==> src/rtl/clk_gen_pkg.sv <==
// Shared types and helpers for the multi-channel clock/strobe generator.
// Config fields are carried at a fixed width; channels use the low CNT_W bits.
package clk_gen_pkg;

  localparam int CFG_W = 32;
  typedef logic [CFG_W-1:0] cfg_val_t;

  localparam cfg_val_t MIN_PERIOD = cfg_val_t'(2);
  localparam cfg_val_t CFG_ONE    = cfg_val_t'(1);

  typedef enum logic [1:0] {
    IDLE  = 2'd0,
    DELAY = 2'd1,
    RUN   = 2'd2,
    DRAIN = 2'd3
  } state_t;

  typedef struct packed {
    cfg_val_t period;
    cfg_val_t high;
    cfg_val_t phase;
  } cfg_t;

  // Clamp a raw config to legal values: period >= 2 and at least one low cycle.
  function automatic cfg_t eff_cfg(input cfg_t raw);
    cfg_t e;
    e = raw;
    if (raw.period < MIN_PERIOD) e.period = MIN_PERIOD;
    if (raw.high > e.period - CFG_ONE) e.high = e.period - CFG_ONE;
    return e;
  endfunction

endpackage

==> src/rtl/clk_gen_chan.sv <==
// One generator channel: IDLE/DELAY/RUN/DRAIN FSM, period counter, shadow and
// active configuration, registered clock and rise-pulse outputs.
module clk_gen_chan
  import clk_gen_pkg::*;
#(
  parameter int CNT_W      = 16,
  parameter int DEF_PERIOD = 4
) (
  input  logic clk,
  input  logic rst,
  input  logic enable_i,
  input  logic cfg_we_i,
  input  cfg_t cfg_i,
  output logic clk_out_o,
  output logic rise_pulse_o,
  output logic busy_o
);

  localparam cfg_t DEF_CFG = '{period: cfg_val_t'(DEF_PERIOD),
                               high:   cfg_val_t'(DEF_PERIOD / 2),
                               phase:  '0};
  localparam cfg_t DEF_EFF = eff_cfg(DEF_CFG);
  localparam logic [CNT_W-1:0] CNT_ONE = CNT_W'(1);

  state_t           state_q, state_d;
  logic [CNT_W-1:0] cnt_q, cnt_d;
  cfg_t             shadow_q, shadow_d;
  cfg_t             nxt_eff;
  cfg_val_t         per_q, per_d;
  cfg_val_t         high_q, high_d;
  logic             clk_out_q, clk_out_d;
  logic             rise_q, rise_d;
  logic             last_cycle;
  logic             running_d;

  // NOTE: every variable written here gets a default first, so no path leaves
  // it unassigned and no latch is inferred.
  always_comb begin
    shadow_d  = cfg_we_i ? cfg_i : shadow_q;
    nxt_eff   = eff_cfg(shadow_d);
    state_d   = state_q;
    cnt_d     = cnt_q;
    per_d     = per_q;
    high_d    = high_q;
    last_cycle = (cfg_val_t'(cnt_q) == per_q - CFG_ONE);

    unique case (state_q)
      IDLE: begin
        per_d  = nxt_eff.period;
        high_d = nxt_eff.high;
        cnt_d  = '0;
        if (enable_i) begin
          if (shadow_d.phase == '0) begin
            state_d = RUN;
          end else begin
            state_d = DELAY;
            cnt_d   = CNT_W'(shadow_d.phase - CFG_ONE);
          end
        end
      end
      DELAY: begin
        if (!enable_i) begin
          state_d = IDLE;
          cnt_d   = '0;
        end else if (cnt_q == '0) begin
          state_d = RUN;
        end else begin
          cnt_d = cnt_q - CNT_ONE;
        end
      end
      RUN, DRAIN: begin
        // A disable seen on the last cycle ends the period right there.
        if (last_cycle) begin
          cnt_d = '0;
          if (enable_i) begin
            state_d = RUN;
            per_d   = nxt_eff.period;
            high_d  = nxt_eff.high;
          end else begin
            state_d = IDLE;
          end
        end else begin
          cnt_d   = cnt_q + CNT_ONE;
          state_d = enable_i ? RUN : DRAIN;
        end
      end
      default: begin
        state_d = IDLE;
        cnt_d   = '0;
      end
    endcase

    running_d = (state_d == RUN) || (state_d == DRAIN);
    clk_out_d = running_d && (cfg_val_t'(cnt_d) < high_d);
    rise_d    = running_d && (cnt_d == '0);
  end

  // NOTE: state is updated with non-blocking assignments so every flop samples
  // the pre-edge values regardless of statement order.
  always_ff @(posedge clk) begin
    if (rst) begin
      state_q   <= IDLE;
      cnt_q     <= '0;
      shadow_q  <= DEF_CFG;
      per_q     <= DEF_EFF.period;
      high_q    <= DEF_EFF.high;
      clk_out_q <= 1'b0;
      rise_q    <= 1'b0;
    end else begin
      state_q   <= state_d;
      cnt_q     <= cnt_d;
      shadow_q  <= shadow_d;
      per_q     <= per_d;
      high_q    <= high_d;
      clk_out_q <= clk_out_d;
      rise_q    <= rise_d;
    end
  end

  assign clk_out_o    = clk_out_q;
  assign rise_pulse_o = rise_q;
  assign busy_o       = (state_q != IDLE);

endmodule

==> src/rtl/clk_gen_multi.sv <==
// Multi-channel programmable clock/strobe generator: decodes config writes to
// per-channel strobes and instantiates one independent channel per output.
module clk_gen_multi
  import clk_gen_pkg::*;
#(
  parameter int CHANNELS   = 4,
  parameter int CNT_W      = 16,
  parameter int DEF_PERIOD = 4,
  localparam int SEL_W     = (CHANNELS > 1) ? $clog2(CHANNELS) : 1
) (
  input  logic                clk,
  input  logic                rst,
  input  logic [CHANNELS-1:0] enable,
  input  logic                cfg_we,
  input  logic [SEL_W-1:0]    cfg_sel,
  input  logic [CNT_W-1:0]    cfg_period,
  input  logic [CNT_W-1:0]    cfg_high,
  input  logic [CNT_W-1:0]    cfg_phase,
  output logic [CHANNELS-1:0] clk_out,
  output logic [CHANNELS-1:0] rise_pulse,
  output logic [CHANNELS-1:0] busy
);

  cfg_t wr_cfg;

  assign wr_cfg = '{period: cfg_val_t'(cfg_period),
                    high:   cfg_val_t'(cfg_high),
                    phase:  cfg_val_t'(cfg_phase)};

  // Selector values with no matching channel simply produce no write strobe.
  for (genvar g = 0; g < CHANNELS; g++) begin : g_chan
    logic chan_we;
    assign chan_we = cfg_we && (cfg_sel == SEL_W'(g));

    clk_gen_chan #(
      .CNT_W      (CNT_W),
      .DEF_PERIOD (DEF_PERIOD)
    ) u_chan (
      .clk          (clk),
      .rst          (rst),
      .enable_i     (enable[g]),
      .cfg_we_i     (chan_we),
      .cfg_i        (wr_cfg),
      .clk_out_o    (clk_out[g]),
      .rise_pulse_o (rise_pulse[g]),
      .busy_o       (busy[g])
    );
  end

endmodule
==> config.mk <==
export PLATFORM = sky130hd
export DESIGN_NAME = clk_gen_multi
export DESIGN_NICKNAME = d
export VERILOG_FILES = /design/src/rtl/clk_gen_pkg.sv /design/src/rtl/clk_gen_chan.sv /design/src/rtl/clk_gen_multi.sv
export SDC_FILE = /design/constraint.sdc
export NUM_CORES = 2
export LEC_CHECK = 0
export CORE_ASPECT_RATIO = 0.75
export CORE_MARGIN = 2
export CORE_UTILIZATION = 50
export CTS_BUF_LIST = sky130_fd_sc_hd__clkbuf_16
export CTS_CLUSTER_DIAMETER = 100
export DETAILED_ROUTE_END_ITERATION = 10
export GPL_TIMING_DRIVEN = 0
export PLACE_DENSITY = 0.72
export SKIP_LAST_GASP = 1
export SYNTH_ARGS = -nofsm -noshare
export SYNTH_HDL_FRONTEND = slang
export SYNTH_HIERARCHICAL = 1
export SYNTH_SLANG_ARGS = --single-unit
==> constraint.sdc <==
create_clock -name clk -period 27.5 [get_ports clk]
set_input_delay 4.125 -clock clk [delete_from_list [all_inputs] [get_ports clk]]
set_output_delay 4.125 -clock clk [all_outputs]
set_load 0.01 [all_outputs]
* Word level (Yosys, flattened, before mapping)
Index checks and enable logic that the tools add are counted.
Storage, ports and cells: register bits after elaboration 720, word-level logic and storage cells 244, output and inout port bits 12
Operators by class: equality and inequality tests 35, magnitude comparators 12, reduce and logical (&&, ||, !) cells 49, add/sub/neg operators 20, mux-type cells 92
Operators by type and width (count):
- $mux 32 | 24
- $pmux 32 s2 | 8
- $mux 96 | 4
- $mux 16 | 20
- $sub 32x1->32 const B | 8
- $pmux 16 s3 | 4
- $eq 16x32->1 | 4
- $gt 32x32->1 | 4
- $logic_not 16->1 | 8
- $logic_not 32->1 | 4
- $lt 16x32->1 | 4
- $lt 32x2->1 const B | 4
- $sub 16x1->16 const B | 8
- $add 16x1->16 const B | 4
- $mux 2 | 24
- $eq 2x2->1 const B | 18
- $pmux 2 s3 | 4
- $reduce_bool 2->1 | 8
- $logic_and 1x1->1 | 12
- $reduce_and 3->1 | 4
- $eq 2x1->1 const B | 5
- $logic_not 2->1 | 5
- $ne 2x1->1 const B | 4
- $ne 2x2->1 const B | 4
- 3 further kinds | 12

* Depth between registers and ports, before layout
depth after elaboration 13, gate-level depth with buffers 40

* Cells and area by module
Netlist, hierarchy kept.
By module, submodules not included:
- clk_gen_chan at g_chan[2].u_chan | times used 1, sequential area each 3603.5 µm², area each 11279.6 µm², cells each 1359
- clk_gen_chan at g_chan[3].u_chan | times used 1, sequential area each 3603.5 µm², area each 11262.1 µm², cells each 1345
- clk_gen_chan at g_chan[1].u_chan | times used 1, sequential area each 3603.5 µm², area each 11162.0 µm², cells each 1323
- clk_gen_chan at g_chan[0].u_chan | times used 1, sequential area each 3603.5 µm², area each 11083.1 µm², cells each 1348
- clk_gen_multi | times used 1, sequential area each 0.0 µm², area each 41.3 µm², cells each 5

* Worst setup path after synthesis
No wires, ideal clock.
path type input port to flip-flop, start point input port cfg_sel[0], end point register g_chan[0].u_chan.clk_out_q, buffers on the path 10, stages 39, arrival 11938 ps, library setup time 59 ps, path slack 15504 ps, cells stage by stage nor3b_2 > buf_2 > buf_4 > clkbuf_1 > buf_2 > buf_2 > buf_2 > buf_2 > mux2i_1 > nor2b_1 > ha_1 > inv_1 > or3_1 > clkbuf_1 > nor3_1 > xor2_1 > mux2i_1 > ha_1 > (+3 left out) > a21oi_1 > o31ai_1 > clkbuf_1 > clkbuf_1 > nand2_1 > o211ai_1 > o21ai_0 > ha_1 > a21o_1 > a21o_1 > a21o_1 > a21o_1 > a211oi_1 > o21ai_0 > o21bai_1 > and4_1 > o2111ai_1 > o31a_1
Between the ends: word-level cells in the longest chain between the ends 13, elaborated cells between the ends (all ways) 24, those cells by class add/sub: 2; order compare: 3; eq/ne: 2; mux: 12; reduce/logical: 5
RTL lines:
- start: declaration | line clk_gen_multi.sv:15 | input logic [SEL_W-1:0] cfg_sel,
- $logic_not 2->1 * | line clk_gen_multi.sv:33 | assign chan_we = cfg_we && (cfg_sel == SEL_W'(g));
- $logic_and 1x1->1 * | line clk_gen_multi.sv:33
- $mux 96 * | line clk_gen_chan.sv:39 | shadow_d = cfg_we_i ? cfg_i : shadow_q;
- $lt 32x2->1 | line clk_gen_pkg.sv:28 | if (raw.period < MIN_PERIOD) e.period = MIN_PERIOD;
- $mux 32 | line clk_gen_pkg.sv:28
- $sub 32x1->32 | line clk_gen_pkg.sv:29 | if (raw.high > e.period - CFG_ONE) e.high = e.period - CFG_ONE;
- $gt 32x32->1 | line clk_gen_pkg.sv:29
- $mux 32 | line clk_gen_pkg.sv:29
- $mux 32 | line clk_gen_chan.sv:75 | if (enable_i) begin
- $mux 32 | line clk_gen_chan.sv:73 | if (last_cycle) begin
- $pmux 32 s2 | line clk_gen_chan.sv:47 | unique case (state_q)
- $lt 16x32->1 | line clk_gen_chan.sv:94 | clk_out_d = running_d && (cfg_val_t'(cnt_d) < high_d);
- $logic_and 1x1->1 * | line clk_gen_chan.sv:94
- end signal: assignment | line clk_gen_chan.sv:115 | clk_out_q <= clk_out_d;
- end: declaration | line clk_gen_chan.sv:31 | logic clk_out_q, clk_out_d;
Every way passes the cells marked *; elsewhere a longest branch is shown, timed or not. A chain may end at the register's enable or synchronous reset.

* Worst setup path after layout
start point input port cfg_we, end point register g_chan[0].u_chan.clk_out_q
Between the ends: word-level cells in the longest chain between the ends 12, elaborated cells between the ends (all ways) 23, those cells by class add/sub: 2; order compare: 3; eq/ne: 2; mux: 12; reduce/logical: 4
RTL lines:
- start: declaration | line clk_gen_multi.sv:14 | input logic cfg_we,
- $logic_and 1x1->1 * | line clk_gen_multi.sv:33
- named net g_chan[0].chan_we | line clk_gen_multi.sv:32 | logic chan_we;
- $mux 96 * | line clk_gen_chan.sv:39
- $lt 32x2->1 | line clk_gen_pkg.sv:28
- $mux 32 | line clk_gen_pkg.sv:28
- $sub 32x1->32 | line clk_gen_pkg.sv:29
- $gt 32x32->1 | line clk_gen_pkg.sv:29
- $mux 32 | line clk_gen_pkg.sv:29
- $mux 32 | line clk_gen_chan.sv:75
- $mux 32 | line clk_gen_chan.sv:73
- $pmux 32 s2 | line clk_gen_chan.sv:47
- $lt 16x32->1 | line clk_gen_chan.sv:94
- $logic_and 1x1->1 * | line clk_gen_chan.sv:94
The timed path passes the listed nets; every way through them passes the cells marked *.

==> impl_metrics.yaml <==
outcome:
  status: "finished clean"
setup_path:
  start_kind: "primary input"
  worstPathArrival_ns: 16.64
  crit_path_end_kind: "flip-flop"
  r2r_start: "g_chan[0].u_chan/shadow_q[84]$_SDFF_PP0_"
  slowest_stage: "o31ai_2"
  worstPathMaxFanout: 10
  startpoint: "cfg_we"
  path_class: "in -> reg"
  slowest_delay_ns: 0.89
  critPathRequiredTime_ns: 28.10
  crit_top_cell: "buf_2"
die:
  initial_core_util_pct: 50.28
  core_area_sq_mm: 0.08915
  die_w_microns: 349.7
  ios: 69
  dieArea_sq_mm: 0.09209
  num_rows: 95
  die_h_microns: 263.3
power:
  peakVddDrop_mv: 0.06250
  finalPower_mw: 3.528
  leakage_nw: 20.80
  p_per_area_mw_per_mm2: 69.51
final_layout:
  final_util_pct: 56.93
  fillers: 8331
  areaGrowthSynthToFinish_pct: 13.22
  fin_nets: 6143
  drive_above_1_share_pct: 6.406
  final_area_sq_mm: 0.05075
placed_design:
  globalplace.congestion: 0.9855
  place_area_sq_mm: 0.04828
  hpwl_microns: 119000
  numPortBuffers: 66
sta:
  hold_viol: 0
  finalClockSkew_ns: 0.03424
  finalCriticalPeriod_ns: 16.04
  setup_viol: 0
  hold_slack_ns: 0.4877
  rsz0062_at_grt: "false"
  max_freq_mhz: 62.35
  drv_slew: 0
  worst_pin_slew_ns: 1.252
  fin_crit_sh_pct: 58.33
  slew_headroom_pct: 15.51
  fin_setup_tns_ns: 0
global_route:
  antenna_found_initial: 9
  grt_pass1_vias: 39190
  grt_max_degree: 17
  grt_usage_pct: 32.96
  grt_first_pass_wirelength_microns: 235100
  overflow: 0
drt:
  wl_per_cell_microns: 21.93
  dr.pass1.iters: 9
  viasPerCell: 6.020
  drt-total-wl_microns: 155700
  ant_nets: 0
  dr_total_vias: 42741
  drt_iter0_markers: 4870
  drc_errors: 0
synth:
  ys_ff_latch: 720
  yosysSeqAreaShare_pct: 32.15
  ys.warnings.count: 6
  synth_edf_count: 0
  synth_flop_cell: "dfxtp_1"
  ys_types: 125
  ys_async_sr_fraction_pct: 0
  synth_area_sq_mm: 0.04483
  syn_area_per_cell_sq_um: 8.332
  netlist_instances: 5380
clock_network:
  tritoncts: "done"
  insertion_delay_ns: 0.68
  cts_max_level: 3
  clockRootBuffer: "clkbuf_16"
  postCtsSetupRepairBufs: 0
  path_clk_slew_ns: 0.06
  numClockSinks: 720
  clock_path_buffers: 3
  cts_resized: 0
  postCtsHoldBufs: 0
  cts_buffers: 77
flow_run:
  cap_violations: 0
hold_path:
  hold_class: "reg -> reg"
  hp-start: "g_chan[0].u_chan/shadow_q[60]$_SDFF_PP0_"
logic make-up after synthesis:
kind of cell	after synthesis	synth area share, %
simple gates	2127	23.90
xor+xnor	351	6.875
mux	482	10.94
compound gates	987	15.45
buf+inv	504	4.859
flops	720	32.15
other cells	1	0.008365
fa+ha+maj	208	5.806
metrics by stage:
| step | worst slack, ns | std cells |
|---|---|---|
| 2_1_floorplan | 15.50 | 5733 |
| 3_3_place_gp | 10.83 | 6963 |
| 3_5_place_dp | 11.17 | 6963 |
| 4_1_cts | 11.85 | 7096 |
| 5_1_grt | 10.91 | 7096 |
| 6_report | 11.46 | 7100 |
worst max-delay path: cells and delay by family:
kind	cells	cell delay [ns]
AOI/OAI and AO/OA	16	3.77
xor gates and xnor gates	1	0.17
adders and majority gates	3	0.91
buffers and inverters	10	4.68
muxes	2	0.63
and+or+nand+nor	6	2.32
worst paths after layout:
| check | end | slack (ns) | depth (start not counted) |
|---|---|---|---|
| worst max register to register | g_chan[0].u_chan/clk_out_o$_SDFF_PP0_ | 17.40 | 34 |
| worst min-delay path | g_chan[0].u_chan/shadow_q[60]$_SDFF_PP0_ | 0.49 | 2 |
| worst max-delay path | g_chan[0].u_chan/clk_out_o$_SDFF_PP0_ | 11.46 | 38 |
| worst min register to register | g_chan[0].u_chan/shadow_q[60]$_SDFF_PP0_ | 0.49 | 2 |
layout by cell type, fill, tap and decap left out, types with 27 or more instances in the layout:
cell type / synthesis / routed
nor3b_1: 50 / 50
ha_1: 208 / 208
or3_1: 51 / 51
a22oi_1: 29 / 29
a211oi_1: 190 / 190
or4_1: 42 / 42
nor2_1: 873 / 873
nor3_1: 186 / 186
dfxtp_1: 720 / 720
and3_1: 30 / 30
xnor2_1: 190 / 190
inv_1: 182 / 201
clkbuf_16: 0 / 79
nand3_1: 102 / 102
mux2_2: 61 / 61
clkdlybuf4s50_1: 0 / 66
a21oi_1: 165 / 165
xor2_1: 160 / 160
o211ai_1: 59 / 59
nand2b_1: 28 / 28
mux2i_1: 420 / 420
and2_1: 37 / 37
nor2b_1: 101 / 101
nor4_1: 129 / 129
buf_2: 79 / 79
conb_1: 1 / 354
a21o_1: 42 / 42
nand4_1: 90 / 90
clkbuf_1: 195 / 195
a31oi_1: 29 / 29
nand2_1: 251 / 251
o22ai_1: 27 / 27
o21ai_0: 182 / 182
layout make-up:
| cell class | instances | area (sq um) | share of cell area, % |
|---|---|---|---|
| multi-input cells | 4509 | 29570 | 58.25 |
| flip-flops and latches | 720 | 14410 | 28.40 |
| clock buffers | 79 | 1977 | 3.895 |
| plain buffers | 321 | 1491 | 2.939 |
| well taps | 1164 | 1456 | 2.870 |
| inverters | 183 | 686.9 | 1.353 |
| repair buffers | 66 | 660.6 | 1.302 |
| clock inverters | 54 | 491.7 | 0.9688 |
| diodes | 4 | 10.01 | 0.01972 |
report_power, final:
| group | switching, mW | internal [mW] | leakage (nW) |
|---|---|---|---|
| clock network | 0.451 | 0.603 | 1.27 |
| registers | 0.0766 | 1.14 | 5.88 |
| logic | 0.799 | 0.458 | 13.7 |
| total | 1.33 | 2.20 | 20.8 |
state kept, by name, indices dropped and copies added, names as in the netlist:
name,count
g_chan.u_chan/state_q,8
g_chan.u_chan/shadow_q,384
g_chan.u_chan/rise_pulse_o,4
g_chan.u_chan/clk_out_o,4
g_chan.u_chan/cnt_q,64
g_chan.u_chan/high_q,128
g_chan.u_chan/per_q,128
layer usage:
| metal | share of wire, % | vias to the layer above | global-route usage [%] |
|---|---|---|---|
| li1 | - | 20127 | - |
| met1 | 44 | 20108 | 47.71 |
| met2 | 40 | 2189 | 47.16 |
| met3 | 12 | 309 | 8.387 |
| met4 | 3.5 | 8 | 11.15 |
| met5 | 0.033 | - | 0 |
cell usage after synthesis, types with 11 or more instances:
cell | number | area, sq um
or2_2 | 16 | 100.1
mux2_2 | 61 | 686.9
buf_4 | 21 | 157.7
nor4_1 | 129 | 807.0
o21ai_0 | 182 | 910.9
nand2_1 | 251 | 942.2
o21a_1 | 15 | 112.6
xor2_1 | 160 | 1401
nor3_1 | 186 | 930.9
a22oi_1 | 29 | 217.7
o31ai_1 | 20 | 150.1
nor2b_1 | 101 | 631.9
or4_1 | 42 | 315.3
and4_1 | 21 | 183.9
or3_1 | 51 | 319.1
a21oi_1 | 165 | 825.8
nand3b_1 | 17 | 127.6
or3b_2 | 11 | 96.34
nand3_1 | 102 | 510.5
inv_1 | 182 | 683.2
dfxtp_1 | 720 | 14410
buf_6 | 14 | 157.7
and3_1 | 30 | 187.7
nor2_1 | 873 | 3277
ha_1 | 208 | 2603
buf_1 | 11 | 41.29
xnor2_1 | 190 | 1664
clkbuf_1 | 195 | 732.0
nand4_1 | 90 | 563.0
o211ai_1 | 59 | 442.9
nor3b_1 | 50 | 375.4
mux2i_1 | 420 | 4204
o211a_1 | 13 | 130.1
o22ai_1 | 27 | 168.9
buf_2 | 79 | 395.4
a31oi_1 | 29 | 181.4
o221ai_1 | 17 | 148.9
nor4b_1 | 22 | 192.7
nand2b_1 | 28 | 175.2
a2111oi_0 | 20 | 175.2
and2_1 | 37 | 231.5
a211oi_1 | 190 | 1426
a21o_1 | 42 | 315.3
o21bai_1 | 13 | 97.59
Power figures use the tool's default switching activity.
